==> src/rtl/uart_tx_pkg.sv <==
// Shared definitions for the UART transmitter: FSM state encoding and sizing helpers.
package uart_tx_pkg;

   typedef enum logic [1:0] {
      S_IDLE  = 2'd0,
      S_START = 2'd1,
      S_DATA  = 2'd2,
      S_STOP  = 2'd3
   } tx_state_t;

   // Never returns less than 1, so a counter or index always has at least one bit.
   function automatic int clog2(input int value);
      int r;
      r = 0;
      while ((1 << r) < value) r++;
      return (r < 1) ? 1 : r;
   endfunction

   function automatic int cycles_per_bit(input int clk_hz, input int bit_rate);
      return clk_hz / bit_rate;
   endfunction

endpackage

==> src/rtl/uart_tx_if.sv <==
// Byte handshake into the UART transmitter: the producer drives valid/data.
// The transmitter answers with ready, and a byte moves on valid && ready.
interface uart_tx_if #(
   parameter int PAYLOAD_BITS = 8
) ();
   logic                    uart_tx_valid;
   logic [PAYLOAD_BITS-1:0] uart_tx_data;
   logic                    uart_tx_ready;

   modport master (output uart_tx_valid, output uart_tx_data, input  uart_tx_ready);
   modport slave  (input  uart_tx_valid, input  uart_tx_data, output uart_tx_ready);
endinterface

==> src/rtl/uart_tx_fifo.sv <==
// Synchronous FIFO with show-ahead read data, so the head entry is visible before it is popped.
// Pushes while full and pops while empty are ignored, and full/empty come straight from the registered pointers.
module uart_tx_fifo
   import uart_tx_pkg::*;
#(
   parameter int WIDTH = 8,
   parameter int DEPTH = 4
) (
   input  logic             clk,
   input  logic             resetn,
   input  logic             i_push,
   input  logic [WIDTH-1:0] i_push_dat,
   input  logic             i_pop,
   output logic [WIDTH-1:0] o_pop_dat,
   output logic             o_full,
   output logic             o_empty
);
   localparam int AW = clog2(DEPTH);

   logic [WIDTH-1:0] r_mem [DEPTH];
   logic [AW:0]      r_wr_ptr;
   logic [AW:0]      r_rd_ptr;
   logic             w_push_ok;
   logic             w_pop_ok;

   assign w_push_ok = i_push && !o_full;
   assign w_pop_ok  = i_pop && !o_empty;

   always_ff @(posedge clk or negedge resetn) begin
      if (!resetn) begin
         r_wr_ptr <= '0;
         r_rd_ptr <= '0;
      end else begin
         if (w_push_ok) r_wr_ptr <= r_wr_ptr + 1'b1;
         if (w_pop_ok)  r_rd_ptr <= r_rd_ptr + 1'b1;
      end
   end

   always_ff @(posedge clk) begin
      if (w_push_ok) r_mem[r_wr_ptr[AW-1:0]] <= i_push_dat;
   end

   assign o_pop_dat = r_mem[r_rd_ptr[AW-1:0]];
   // The extra pointer MSB tells a full FIFO apart from an empty one when the indices are equal.
   assign o_empty   = (r_wr_ptr == r_rd_ptr);
   assign o_full    = (r_wr_ptr[AW] != r_rd_ptr[AW]) && (r_wr_ptr[AW-1:0] == r_rd_ptr[AW-1:0]);

endmodule

==> src/rtl/uart_tx.sv <==
// 8N1 UART transmitter fed through a small FIFO; txd goes low on the edge after the byte is accepted.
// Ready drops only when the FIFO is full, and the next frame follows a stop bit directly when a byte is waiting.
module uart_tx
   import uart_tx_pkg::*;
#(
   parameter int BIT_RATE     = 9600,
   parameter int CLK_HZ       = 50000000,
   parameter int PAYLOAD_BITS = 8,
   parameter int STOP_BITS    = 1,
   parameter int FIFO_DEPTH   = 4
) (
   input  logic     clk,
   input  logic     resetn,
   input  logic     uart_tx_en,
   uart_tx_if.slave tx_if,
   output logic     uart_tx_busy,
   output logic     uart_txd
);
   localparam int CYCLES_PER_BIT = cycles_per_bit(CLK_HZ, BIT_RATE);
   localparam int CNT_W          = clog2(CYCLES_PER_BIT);
   localparam int IDX_W          = clog2(PAYLOAD_BITS);

   tx_state_t               r_state;
   logic [CNT_W-1:0]        r_cnt;
   logic [IDX_W-1:0]        r_idx;
   logic [PAYLOAD_BITS-1:0] r_shift;
   logic                    r_txd;

   logic [PAYLOAD_BITS-1:0] w_fifo_dat;
   logic [PAYLOAD_BITS-1:0] w_shift_nxt;
   logic                    w_full;
   logic                    w_empty;
   logic                    w_bit_done;
   logic                    w_can_start;
   logic                    w_pop;

   assign w_bit_done  = (r_cnt == CNT_W'(CYCLES_PER_BIT - 1));
   assign w_can_start = uart_tx_en && !w_empty;
   assign w_shift_nxt = r_shift >> 1;
   assign w_pop       = w_can_start &&
                        ((r_state == S_IDLE) ||
                         ((r_state == S_STOP) && w_bit_done && (r_idx == IDX_W'(STOP_BITS - 1))));

   uart_tx_fifo #(
      .WIDTH (PAYLOAD_BITS),
      .DEPTH (FIFO_DEPTH)
   ) u_fifo (
      .clk        (clk),
      .resetn     (resetn),
      .i_push     (tx_if.uart_tx_valid),
      .i_push_dat (tx_if.uart_tx_data),
      .i_pop      (w_pop),
      .o_pop_dat  (w_fifo_dat),
      .o_full     (w_full),
      .o_empty    (w_empty)
   );

   // r_txd is loaded with the level of the state being entered, so the line changes on the same edge as the state.
   always_ff @(posedge clk or negedge resetn) begin
      if (!resetn) begin
         r_state <= S_IDLE;
         r_cnt   <= '0;
         r_idx   <= '0;
         r_shift <= '0;
         r_txd   <= 1'b1;
      end else begin
         case (r_state)
            S_IDLE: begin
               r_txd <= 1'b1;
               if (w_pop) begin
                  r_shift <= w_fifo_dat;
                  r_cnt   <= '0;
                  r_txd   <= 1'b0;
                  r_state <= S_START;
               end
            end
            S_START: begin
               if (w_bit_done) begin
                  r_cnt   <= '0;
                  r_idx   <= '0;
                  r_txd   <= r_shift[0];
                  r_state <= S_DATA;
               end else begin
                  r_cnt <= r_cnt + 1'b1;
               end
            end
            S_DATA: begin
               if (w_bit_done) begin
                  r_cnt <= '0;
                  if (r_idx == IDX_W'(PAYLOAD_BITS - 1)) begin
                     r_idx   <= '0;
                     r_txd   <= 1'b1;
                     r_state <= S_STOP;
                  end else begin
                     r_idx   <= r_idx + 1'b1;
                     r_shift <= w_shift_nxt;
                     r_txd   <= w_shift_nxt[0];
                  end
               end else begin
                  r_cnt <= r_cnt + 1'b1;
               end
            end
            S_STOP: begin
               if (w_bit_done) begin
                  r_cnt <= '0;
                  if (r_idx == IDX_W'(STOP_BITS - 1)) begin
                     r_idx <= '0;
                     if (w_pop) begin
                        r_shift <= w_fifo_dat;
                        r_txd   <= 1'b0;
                        r_state <= S_START;
                     end else begin
                        r_txd   <= 1'b1;
                        r_state <= S_IDLE;
                     end
                  end else begin
                     r_idx <= r_idx + 1'b1;
                  end
               end else begin
                  r_cnt <= r_cnt + 1'b1;
               end
            end
            default: begin
               r_txd   <= 1'b1;
               r_state <= S_IDLE;
            end
         endcase
      end
   end

   assign uart_txd            = r_txd;
   assign uart_tx_busy        = (r_state != S_IDLE) || !w_empty;
   assign tx_if.uart_tx_ready = !w_full;

endmodule

==> src/flat_wrapper.sv <==
// flat-port wrapper written by rule: the top's interface ports become plain ports
module uart_tx_flat import uart_tx_pkg::*;
#(
   parameter int BIT_RATE     = 9600,
   parameter int CLK_HZ       = 50000000,
   parameter int PAYLOAD_BITS = 8,
   parameter int STOP_BITS    = 1,
   parameter int FIFO_DEPTH   = 4
)
  (clk, resetn, uart_tx_en, uart_tx_busy, uart_txd, tx_if_uart_tx_valid, tx_if_uart_tx_data, tx_if_uart_tx_ready);
  uart_tx_if #(.PAYLOAD_BITS(PAYLOAD_BITS)) tx_if_i ();
  input  logic clk;
  input  logic resetn;
  input  logic uart_tx_en;
  output logic uart_tx_busy;
  output logic uart_txd;
  input wire logic [$bits(tx_if_i.uart_tx_valid)-1:0] tx_if_uart_tx_valid;
  input wire logic [$bits(tx_if_i.uart_tx_data)-1:0] tx_if_uart_tx_data;
  output wire logic [$bits(tx_if_i.uart_tx_ready)-1:0] tx_if_uart_tx_ready;
  assign tx_if_i.uart_tx_valid = tx_if_uart_tx_valid;
  assign tx_if_i.uart_tx_data = tx_if_uart_tx_data;
  assign tx_if_uart_tx_ready = tx_if_i.uart_tx_ready;
  uart_tx #(.BIT_RATE(BIT_RATE), .CLK_HZ(CLK_HZ), .PAYLOAD_BITS(PAYLOAD_BITS), .STOP_BITS(STOP_BITS), .FIFO_DEPTH(FIFO_DEPTH)) u_core (.clk(clk), .resetn(resetn), .uart_tx_en(uart_tx_en), .tx_if(tx_if_i), .uart_tx_busy(uart_tx_busy), .uart_txd(uart_txd));
endmodule
==> config.mk <==
export PLATFORM = sky130hd
export DESIGN_NAME = uart_tx_flat
export DESIGN_NICKNAME = d
export VERILOG_FILES = /design/src/rtl/uart_tx_pkg.sv /design/src/rtl/uart_tx_if.sv /design/src/rtl/uart_tx_fifo.sv /design/src/rtl/uart_tx.sv /design/src/flat_wrapper.sv
export SDC_FILE = /design/constraint.sdc
export NUM_CORES = 1
export LEC_CHECK = 0
export ABC_AREA = 1
export CAP_MARGIN = 25
export CORE_MARGIN = 5
export CORE_UTILIZATION = 45
export DETAILED_ROUTE_END_ITERATION = 10
export GPL_ROUTABILITY_DRIVEN = 0
export SYNTH_ARGS = -nofsm -noshare
export SYNTH_HDL_FRONTEND = slang
export SYNTH_SLANG_ARGS = --single-unit
==> constraint.sdc <==
create_clock -name clk -period 3.4 [get_ports clk]
set_input_delay 0.85 -clock clk [delete_from_list [all_inputs] [get_ports clk]]
set_output_delay 0.85 -clock clk [all_outputs]
set_load 0.01 [all_outputs]
---- Word level (Yosys, flattened, before mapping) ----
Memory sizes are Yosys's and may differ from the RTL's.
Cells that the tools add are included.
cells by class
  $add $sub $neg .......................... 4
  equal/unequal tests ..................... 15
  mux-type cells .......................... 32
  reduce and logical (&&, ||, !) cells .... 21
operators with widths
  kind                                                   count
  two-way mux 8 bit                                      5
  two-way mux 13 bit                                     2
  case mux 13 bit (2 select lines)                       1
  case mux 8 bit (3 select lines)                        1
  two-way mux 3 bit                                      5
  adder 13 x 1 -> 13 bit, second input constant          1
  equality test 13 bit, second input constant            1
  two-way mux 2 bit                                      6
  adder 3 x 1 -> 3 bit, second input constant            3
  two-way mux 1 bit                                      9
  case mux 3 bit (3 select lines)                        1
  inequality test 2 x 1 -> 1 bit, second input constant  4
  case mux 2 bit (4 select lines)                        1
  AND reduction 4 bit                                    2
  logical AND 1 bit                                      7
  inequality test 2 bit, second input constant           3
  AND reduction 6 bit                                    1
  nonzero test 3 bit                                     2
  AND reduction 5 bit                                    1
  equality test 2 bit, second input constant             2
  case mux 1 bit (4 select lines)                        1
  equality test 3 bit                                    1
  equality test 3 bit, second input constant             1
  zero test 3 bit                                        1
  8 further kinds                                        10
word-level totals
  register bits after elaboration ......... 33
  RAM bits ................................ 32
  input bits .............................. 12
  output and inout bits ................... 3
  word-level logic and storage cells ...... 80
  memories ................................ 1
memory list
  name                 words  width  rd ports  clocked after memory_dff  write ports  line                RTL
  u_core.u_fifo.r_mem  4      8      1         0                         1            uart_tx_fifo.sv:20  logic [WIDTH-1:0] r_mem [DEPTH];

---- Depth between registers and ports, before layout ----
  depth in word-level cells ............... 9
  depth in mapped cells ................... 12
  depth with buffers taken out ............ 12

---- Cells and area by module ----
From an unflattened synthesis, not the netlist that was laid out.
unflattened totals
  cell total of the unflattened synthesis .. 362
  area total of the unflattened synthesis .. 3,360.7 um2
by module, submodules not included
  module        instances  cells an instance  area an instance (um2)  sequential area each (um2)
  uart_tx       1          224                1,711.6                 676.9
  uart_tx_fifo  1          138                1,649.1                 1,111.1

---- Least setup slack after synthesis ----
OpenSTA, ideal clock, no wires.
  kind .................................... register -> register
  start point ............................. register u_core.u_fifo.r_rd_ptr[1]
  end point ............................... memory u_core.u_fifo.r_mem[3][0], enable pin
  setup time .............................. 0.375 ns
  arrival time ............................ 1.389 ns
  path slack .............................. 1.636 ns
  cell stages (with the launch flop) ...... 6
  period minus slack after synthesis ...... 1.764 ns
  cell sequence ........................... dfrtp_1 -> buf_4 -> xnor2_2 -> nand4_1 -> nand2_2 -> nor2_1
on the way
  longest elaborated chain between the ends .. 6
RTL lines
  element                                  line                RTL
  start, declared                          uart_tx_fifo.sv:22  logic [AW:0] r_rd_ptr;
  start signal, assigned                   uart_tx_fifo.sv:35  if (w_pop_ok) r_rd_ptr <= r_rd_ptr + 1'b1;
  equality test 2 bit                      uart_tx_fifo.sv:46  assign o_full = (r_wr_ptr[AW] != r_rd_ptr[AW]) && (r_wr_ptr[AW-1:0] == r_rd_ptr[AW-1:0]);
  logical AND 1 bit                        uart_tx_fifo.sv:46
  zero test 1 bit                          -
  named net tx_if_uart_tx_ready            flat_wrapper.sv:19  output wire logic [$bits(tx_if_i.uart_tx_ready)-1:0] tx_if_uart_tx_ready;
  logical AND 1 bit                        uart_tx_fifo.sv:26  assign w_push_ok = i_push && !o_full;
  two-way mux 1 bit                        uart_tx_fifo.sv:40  if (w_push_ok) r_mem[r_wr_ptr[AW-1:0]] <= i_push_dat;
  two-way mux 1 bit (not written as such)  uart_tx_fifo.sv:40
  end, declared                            uart_tx_fifo.sv:20
The timed path passes the listed nets, and every way through them passes these cells.

---- Worst setup path in the final report ----
  start point ............................. register u_core.r_state[0]
  end point ............................... output uart_tx_busy
on the way
  longest elaborated chain between the ends .. 2
RTL lines
  element                 line                RTL
  start, declared         uart_tx.sv:23       tx_state_t r_state;
  start signal, assigned  uart_tx.sv:61       r_state <= S_IDLE;
  start signal, assigned  uart_tx.sv:74       r_state <= S_START;
  start signal, assigned  uart_tx.sv:82       r_state <= S_DATA;
  nonzero test 2 bit      uart_tx.sv:132      assign uart_tx_busy = (r_state != S_IDLE) || !w_empty;
  logical OR 1 bit        uart_tx.sv:132
  end, declared           flat_wrapper.sv:15  output logic uart_tx_busy;
No other way between the ends.

==> summary.md <==
| Metric | Value |
|---|---|
| Status | `finished clean` |
| GRT Util Overall | `roughly 15%` |
| Number of CTS-inserted buffers | `9` |
| Post-DP HPWL | `4920 um` |
| Yosys top cell by area | `edfxtp_1` |
| Initial antenna violation count | `0` |
| Critical-path cell list | `inv_1, ha_1, nand4_1, clkdlybuf4s50_1` |
| Placement Cell Area | `around 3700 um^2` |
| Clk_lat worst skew | `0.34 ns` |
| Worst path max stage delay | `around 0.53 ns` |
| Drt first pass iters | `4` |
| Commonest cells after routing, fill and taps aside | `106 x nand2_1, 45 x nand3_1, 32 x dfrtp_1, 32 x edfxtp_1, 31 x inv_1` |
| Netlist cell types | `36` |
| Final Non-Filler Cells | `approximately 500` |
| Fin crit share | `77.2%` |
| Clock Path Buffers | `2` |
| # hold bufs at CTS | `0` |
| Pre-CTS setup slack | `between 1 and 1.5 ns` |
| Register area share after synthesis | `between 50% and 60%` |
| Number of global-route vias before repair | `roughly 2500` |
| Fmax achieved | `approximately 380 MHz` |
| Post-cts sizing count | `0` |
| Clock skew | `a little under 0.008 ns` |
| Number of DRC markers in iteration 0 | `between 100 and 150` |
| Setup crit start kind | `flop` |
| Starting Density | `a little under half` |
| Most common cell after layout, fill and taps aside | `nand2_1` |
| Final Hold Vio Count | `0` |
| Clock slew at reported path FFs | `about 0.070 ns` |
| Num ports | `15` |
| Final ANT Viol Nets | `0` |
| Final Critical Period | `around 2.6 ns` |
| Clock root cell | `clkbuf_8` |
| Num rows | `32` |
| First-pass GRT wire length | `11500 um` |
| VDD IR-drop max | `0.000257 V` |
| Routed wire length per instance | `~13 um` |
| Relative slew slack | `54.0%` |
| Max-cap violations | `0` |
| Cells after DPL | `487` |
| Cell family with most CP delay | `buffers and inverters` |
| Final WS setup | `0.776 ns` |
| Syn Nets | `between 400 and 500` |
| Worst-Margin Slew | `around 0.69 ns` |
| Stages on worst setup path | `4` |
| Die footprint | `roughly 9500 um^2` |
| RR Startpoint | `u_core.r_state[0]` |
| Largest net degree at the start of global routing | `34` |
| Cell count after synthesis | `roughly 380` |
| # nets final | `between 400 and 500` |
| Hold Path Class | `reg2reg` |
| RSZ-0062 raised after global routing | `false` |
| Pwr/cell area | `390 nW/um^2` |
| FILL cells | `710` |
| WP buf/inv | `2` |
| Core Footprint | `7610 um^2` |
| Width of the die | `97.6 um` |
| Reg-to-reg critical path endpoint | `u_core.r_state[0]` |
| Count of pins over their slew limit | `0` |
| Crit path from | `u_core.r_state[0]` |
| Yosys warning total | `0` |
| Setup CP Type | `reg2out` |
| WP data required | `around 2.6 ns` |
| CP endpoint kind | `output port` |
| H-tree levels | `3` |
| Fin area | `between 3000 and 4000 um^2` |
| Final setup TNS | `0 ns` |
| Hold WS | `around 0.48 ns` |
| Top-area cell type share of the netlist area | `between 20% and 30%` |
| Synthesized area | `3450 um^2` |
| R2r setup slk | `1.32 ns` |
| ANT cells | `0` |
| Overall power | `1.50 mW` |
| Synth area leaders | `edfxtp_1 28%, dfrtp_1 23%, nand2_1 12%` |
| Final core utilization | `between 50 and 60%` |
| Syn Area/Cell | `around 9.2 um^2` |
| Data arrival, critical path | `~1.8 ns` |
| DRC viols | `0` |
| Layout cells sized above 1 | `about an eighth` |
| Reg2Reg Depth | `11` |
| Die height | `97.6 um` |
| Clock sinks | `65` |
| PortBufs | `14` |
| Post-synth EDFFs | `32` |
| Routed wire length | `6710 um` |
| #FFs+latches synth | `65` |
| DR vias/cell | `about 5.0` |
| Crit path to | `uart_tx_busy` |
| CTS tree | `built` |
| Crit-path max FO | `6` |
| Post-CTS Setup Bufs | `0` |
| Total number of vias | `about 2500` |
| Gr ovfl total | `0` |
| Area grow syn2layout | `11.8%` |
| Final Setup Violations | `0` |
| Lkg Pwr | `1.69 nW` |
| Synth Flop Type | `edfxtp_1` |
| CP max-delay cell | `clkdlybuf4s50_1` |
| Synth async-reset ratio | `about half` |
cell type report:
type,instances,area (um^2),share of cell area (%)
Clock buffer,11,141,3.66
Multi-Input combinational cell,266,1450,37.5
Sequential cell,65,1790,46.3
Clock inverter,5,55.1,1.43
Inverter,38,145,3.76
Tap cell,102,128,3.31
Timing Repair Buffer,16,155,4.02
state kept, by name, summed over array words and instances (netlist names):
| name | cells |
|---|---|
| u_core.u_fifo.r_wr_ptr | 3 |
| u_core.uart_txd | 1 |
| u_core.u_fifo.r_rd_ptr | 3 |
| u_core.r_state | 2 |
| u_core.r_idx | 3 |
| u_core.r_cnt | 13 |
| u_core.u_fifo.r_mem | 32 |
| u_core.r_shift | 8 |
worst min path at each step:
stage,start,cells after the start,endpoint
after global routing,u_core.r_shift[6],2,u_core.r_shift[6]
after floorplan,u_core.r_shift[0],2,u_core.r_shift[0]
after detailed placement,u_core.r_shift[0],2,u_core.r_shift[0]
after CTS,u_core.r_shift[5],2,u_core.r_shift[5]
after global placement,u_core.r_shift[2],2,u_core.r_shift[2]
final,u_core.r_shift[5],2,u_core.r_shift[5]
kinds of logic after synthesis:
logic type               Yosys count  share of synthesized area (%)
buffers and inverters             46                           6.27
AO/OA/AOI/OAI                     33                           5.62
AND/OR/NAND/NOR                  213                           29.4
flip-flops                        65                           51.8
XOR/XNOR                           5                           1.49
adder cells (fa/ha/maj)           15                           5.44
worst reg2reg max path: cells and delay by family, from the launching register on:
kind / cells / cell delay, ns
buffers and inverters: 2 / 0.40
flip-flops: 1 / 0.44
adder cells (fa/ha/maj): 1 / 0.35
AND/OR/NAND/NOR: 8 / 0.80
Yosys cell counts, types with 2 or more instances:
library cell / instances
a21oi_1: 14
o21ai_0: 12
inv_2: 5
nand2_2: 11
o21ai_1: 3
nand2_1: 106
buf_6: 2
nor2_1: 23
a21oi_4: 2
ha_1: 15
buf_2: 2
nor3_1: 3
nand2_4: 3
edfxtp_1: 32
nand3_2: 2
nor2_4: 3
nand3_1: 45
inv_1: 31
nand4_1: 11
clkbuf_8: 2
xor2_1: 4
dfrtp_1: 32
metal layers:
metal	GRT usage (%)	part of all wire (%)	wire length [um]	vias up
li1	-	-	-	1289
met1	19.5	46	3090	1139
met2	23.5	47	3140	43
met3	3.23	3.2	215	21
met4	9.58	4.0	269	0
met5	0	0	0	-
power by group:
group | internal [mW] | switching (mW) | leakage (nW)
sequential | 0.826 | 0 | 0.694
clock | 0.356 | 0.294 | 0.0970
combinational | 0.0124 | 0.0161 | 0.898
total | 1.19 | 0.310 | 1.69
Power figures use the tool's default switching activity.
==> variant, RTL diff (same flow settings) <==
`FIFO_DEPTH` is set to 4 in 2 places; all go to 16.
--- a/src/rtl/uart_tx.sv
+++ b/src/rtl/uart_tx.sv
@@ -8,5 +8,5 @@
    parameter int PAYLOAD_BITS = 8,
    parameter int STOP_BITS    = 1,
-   parameter int FIFO_DEPTH   = 4
+   parameter int FIFO_DEPTH   = 16
 ) (
    input  logic     clk,
--- a/src/flat_wrapper.sv
+++ b/src/flat_wrapper.sv
@@ -6,5 +6,5 @@
    parameter int PAYLOAD_BITS = 8,
    parameter int STOP_BITS    = 1,
-   parameter int FIFO_DEPTH   = 4
+   parameter int FIFO_DEPTH   = 16
 )
   (clk, resetn, uart_tx_en, uart_tx_busy, uart_txd, tx_if_uart_tx_valid, tx_if_uart_tx_data, tx_if_uart_tx_ready);
Function: changed (Yosys sat finds a counterexample within 10 cycles, from zero or initial values and one cycle with resetn low).
==> variant against the original RTL <==
Cell area grew 120%; largest cell class unchanged; largest power group unchanged; total power increased to 4.6 times the old value; critical path type unchanged; sequential share of layout area grew 9.4 points; sequential cell count grew 100; worst hold slack worse by 3.3 ps; synthesized area increased by 120%; wire length rose to 2.5 times the old value; critical endpoint unchanged; first-iteration DRC count rose to 2.9 times the old value; setup slack worse by 380 ps.
==> variant: results (changes against the original RTL) <==
Outcome - finished clean (unchanged)
HP Start - u_core.uart_txd$_DFFE_PN1P_ (was u_core.r_shift[5]$_DFFE_PN0P_)
Share of post-route cells with drive strength above 1 - 7.554% (was 12.72%)
Netlist cell types - 36 (unchanged)
Reg2reg start - u_core.u_fifo.r_rd_ptr[1]$_DFFE_PN0P_ (was u_core.r_state[0]$_DFFE_PN0P_)
R2R depth - 8 (was 11)
Clk slew on worst S/H paths - 60 ps
Initial DRC Count - 362 (was 126)
Top cells by count, synth - nand2_1 (275), edfxtp_1 (128), inv_1 (79) (was nand2_1 (106), nand3_1 (45), dfrtp_1 (32), edfxtp_1 (32), inv_1 (31))
Max H-tree Level - 4 (was 3)
Relative slew slack - 40.20% (was 53.97%)
Critical setup path kind - flop to output pin (unchanged)
Nets - 850 (was 423)
Setup Buffers After CTS - 0 (unchanged)
Reg2reg setup slack - 960 ps (was 1320 ps)
WHS Path Cells - 2 (unchanged)
Post-Synthesis Cells - 809 (was 377)
Vias per cell - 5.025 (was 4.954)
Clk_lat worst skew - 420 ps (was 340 ps)
Worst VDD drop - 0.5208 mV (was 0.2572 mV)
Vias in the first global route - 5297 (was 2460)
Hold crit path type - flop to flop (unchanged)
Synth Flop Type - edfxtp_1 (unchanged)
First-pass GRT wire length - 27.57 mm (was 11.53 mm)
Hold Path End - u_core.uart_txd$_DFFE_PN1P_ (was u_core.r_shift[5]$_DFFE_PN0P_)
Drt first pass iters - 4 (unchanged)
Crit Path Max Fanout - 20 (was 6)
CP arrival - 2160 ps (was 1770 ps)
CTS Buf Count - 17 (was 9)
Clock Path Buffers - 2 (unchanged)
GRT Util Overall - 17.99% (was 15.28%)
Largest net degree at the start of global routing - 66 (was 34)
Syn nets - 836 (was 404)
Switching portion of total power - 39.69% (was 20.62%)
Root Buffer - clkbuf_16 (was clkbuf_8)
Max reg flops - 128 (was 32)
Inst Count DP - 1029 (was 487)
IO Port Bufs - 14 (unchanged)
Avg WL per Cell - 15.86 um (was 13.34 um)
YS warnings - 0 (unchanged)
N_diodes - 0 (unchanged)
Main area contributors after synthesis - edfxtp_1 (50%), nand2_1 (13%), dfrtp_1 (12%) (was edfxtp_1 (28%), dfrtp_1 (23%), nand2_1 (12%))
Static leakage - 3.647 nW (was 1.689 nW)
Antenna violations before repair - 0 (unchanged)
Clk_skew - 10.13 ps (was 7.770 ps)
Reg-to-Reg End - u_core.u_fifo.r_mem[14][0]$_DFFE_PP_ (was u_core.r_state[0]$_DFFE_PN0P_)
Async SR Flop Fraction - 22.42% (was 50.77%)
Sequential share of the synthesized area - 61.70% (was 51.79%)
Post_cts resized - 0 (unchanged)
Final non-filler cell total - 1059 (was 503)
Count of flip-flops with a built-in enable after synthesis - 128 (was 32)
DP Wirelength - 11.15 mm (was 4.924 mm)
-- variant: cell types whose count changed after synthesis, moves of 4 or more --
cell	change
o21ai_0	+15
inv_1	+48
xor2_1	+7
nand3_1	+23
buf_4	+8
clkbuf_1	+4
nand2_2	-6
buf_2	+8
o22ai_1	+4
nand2_1	+169
dfrtp_1	+4
nor2_2	+4
nor2_1	+49
edfxtp_1	+96
-- variant: area by class of cell --
class                      count  area, sq um
clock inverter                11        80.08
timing repair buffer          20        180.2
inverter                      88        330.3
fill                        1574         8496
tap                          225        281.5
sequential                   165         4772
clock buffer                  19        432.9
multi-input combinational    531         2484
-- variant: layer usage --
metal | vias to the layer above | wire (um) | track usage [%]
met1 | 2526 | 7565 | 24.10
li1 | 2657 | - | -
met3 | 17 | 837 | 3.935
met4 | 0 | 258 | 5.711
met2 | 121 | 8132 | 29.35
met5 | - | 0 | 0
-- variant: critical path, cell delays in order (launching register included) --
cell             delay (ps)
dfrtp_1                 710
inv_2                    70
nand2_1                  70
nand2_1                  60
nor2_2                  170
nand4_1                 150
clkdlybuf4s50_1         510
-- variant: per-stage QoR --
step	hold slack (ps)	setup WS, ps	power (mW)	instance area (sq um)
2_1_floorplan	442.6	1450	4.645	7732
5_1_grt	483.7	215.6	7.491	8561
3_3_place_gp	455.8	738.1	5.271	8048
6_report	472.3	391.5	6.969	8561
3_5_place_dp	462.9	693.9	5.305	8048
4_1_cts	473.5	386.2	7.013	8561
-- variant: cells by family (layout without fill, tap and decap cells) --
kind of cell / Yosys count / in the layout / synth area share [%]
DFF: 165 / 165 / 61.70
adders and majority gates: 15 / 15 / 2.427
buffers and inverters: 113 / 138 / 6.181
AOI/OAI and AO/OA: 55 / 55 / 3.900
xor gates and xnor gates: 13 / 13 / 1.473
and+or+nand+nor: 448 / 448 / 24.32
-- variant: worst max path at each step --
stage                                                      end  slack (ps)  cells past startpoint
after global placement    u_core.u_fifo.r_mem[14][2]$_DFFE_PP_         740                      5
after global routing                              uart_tx_busy         220                      6
after floorplan            u_core.u_fifo.r_mem[4][0]$_DFFE_PP_        1450                     10
after CTS                                         uart_tx_busy         390                      6
after detailed placement  u_core.u_fifo.r_mem[14][2]$_DFFE_PP_         690                      5
final                                             uart_tx_busy         390                      6
-- variant: power by group through the flow --
| stage | clock network, mW | registers, mW | logic (mW) |
|---|---|---|---|
| floorplan | 0 | 2.66 | 1.99 |
| global placement | 0 | 2.75 | 2.52 |
| detailed placement | 0 | 2.76 | 2.55 |
| CTS | 1.73 | 2.72 | 2.56 |
| global route | 1.82 | 2.77 | 2.90 |
| finish | 1.70 | 2.72 | 2.54 |
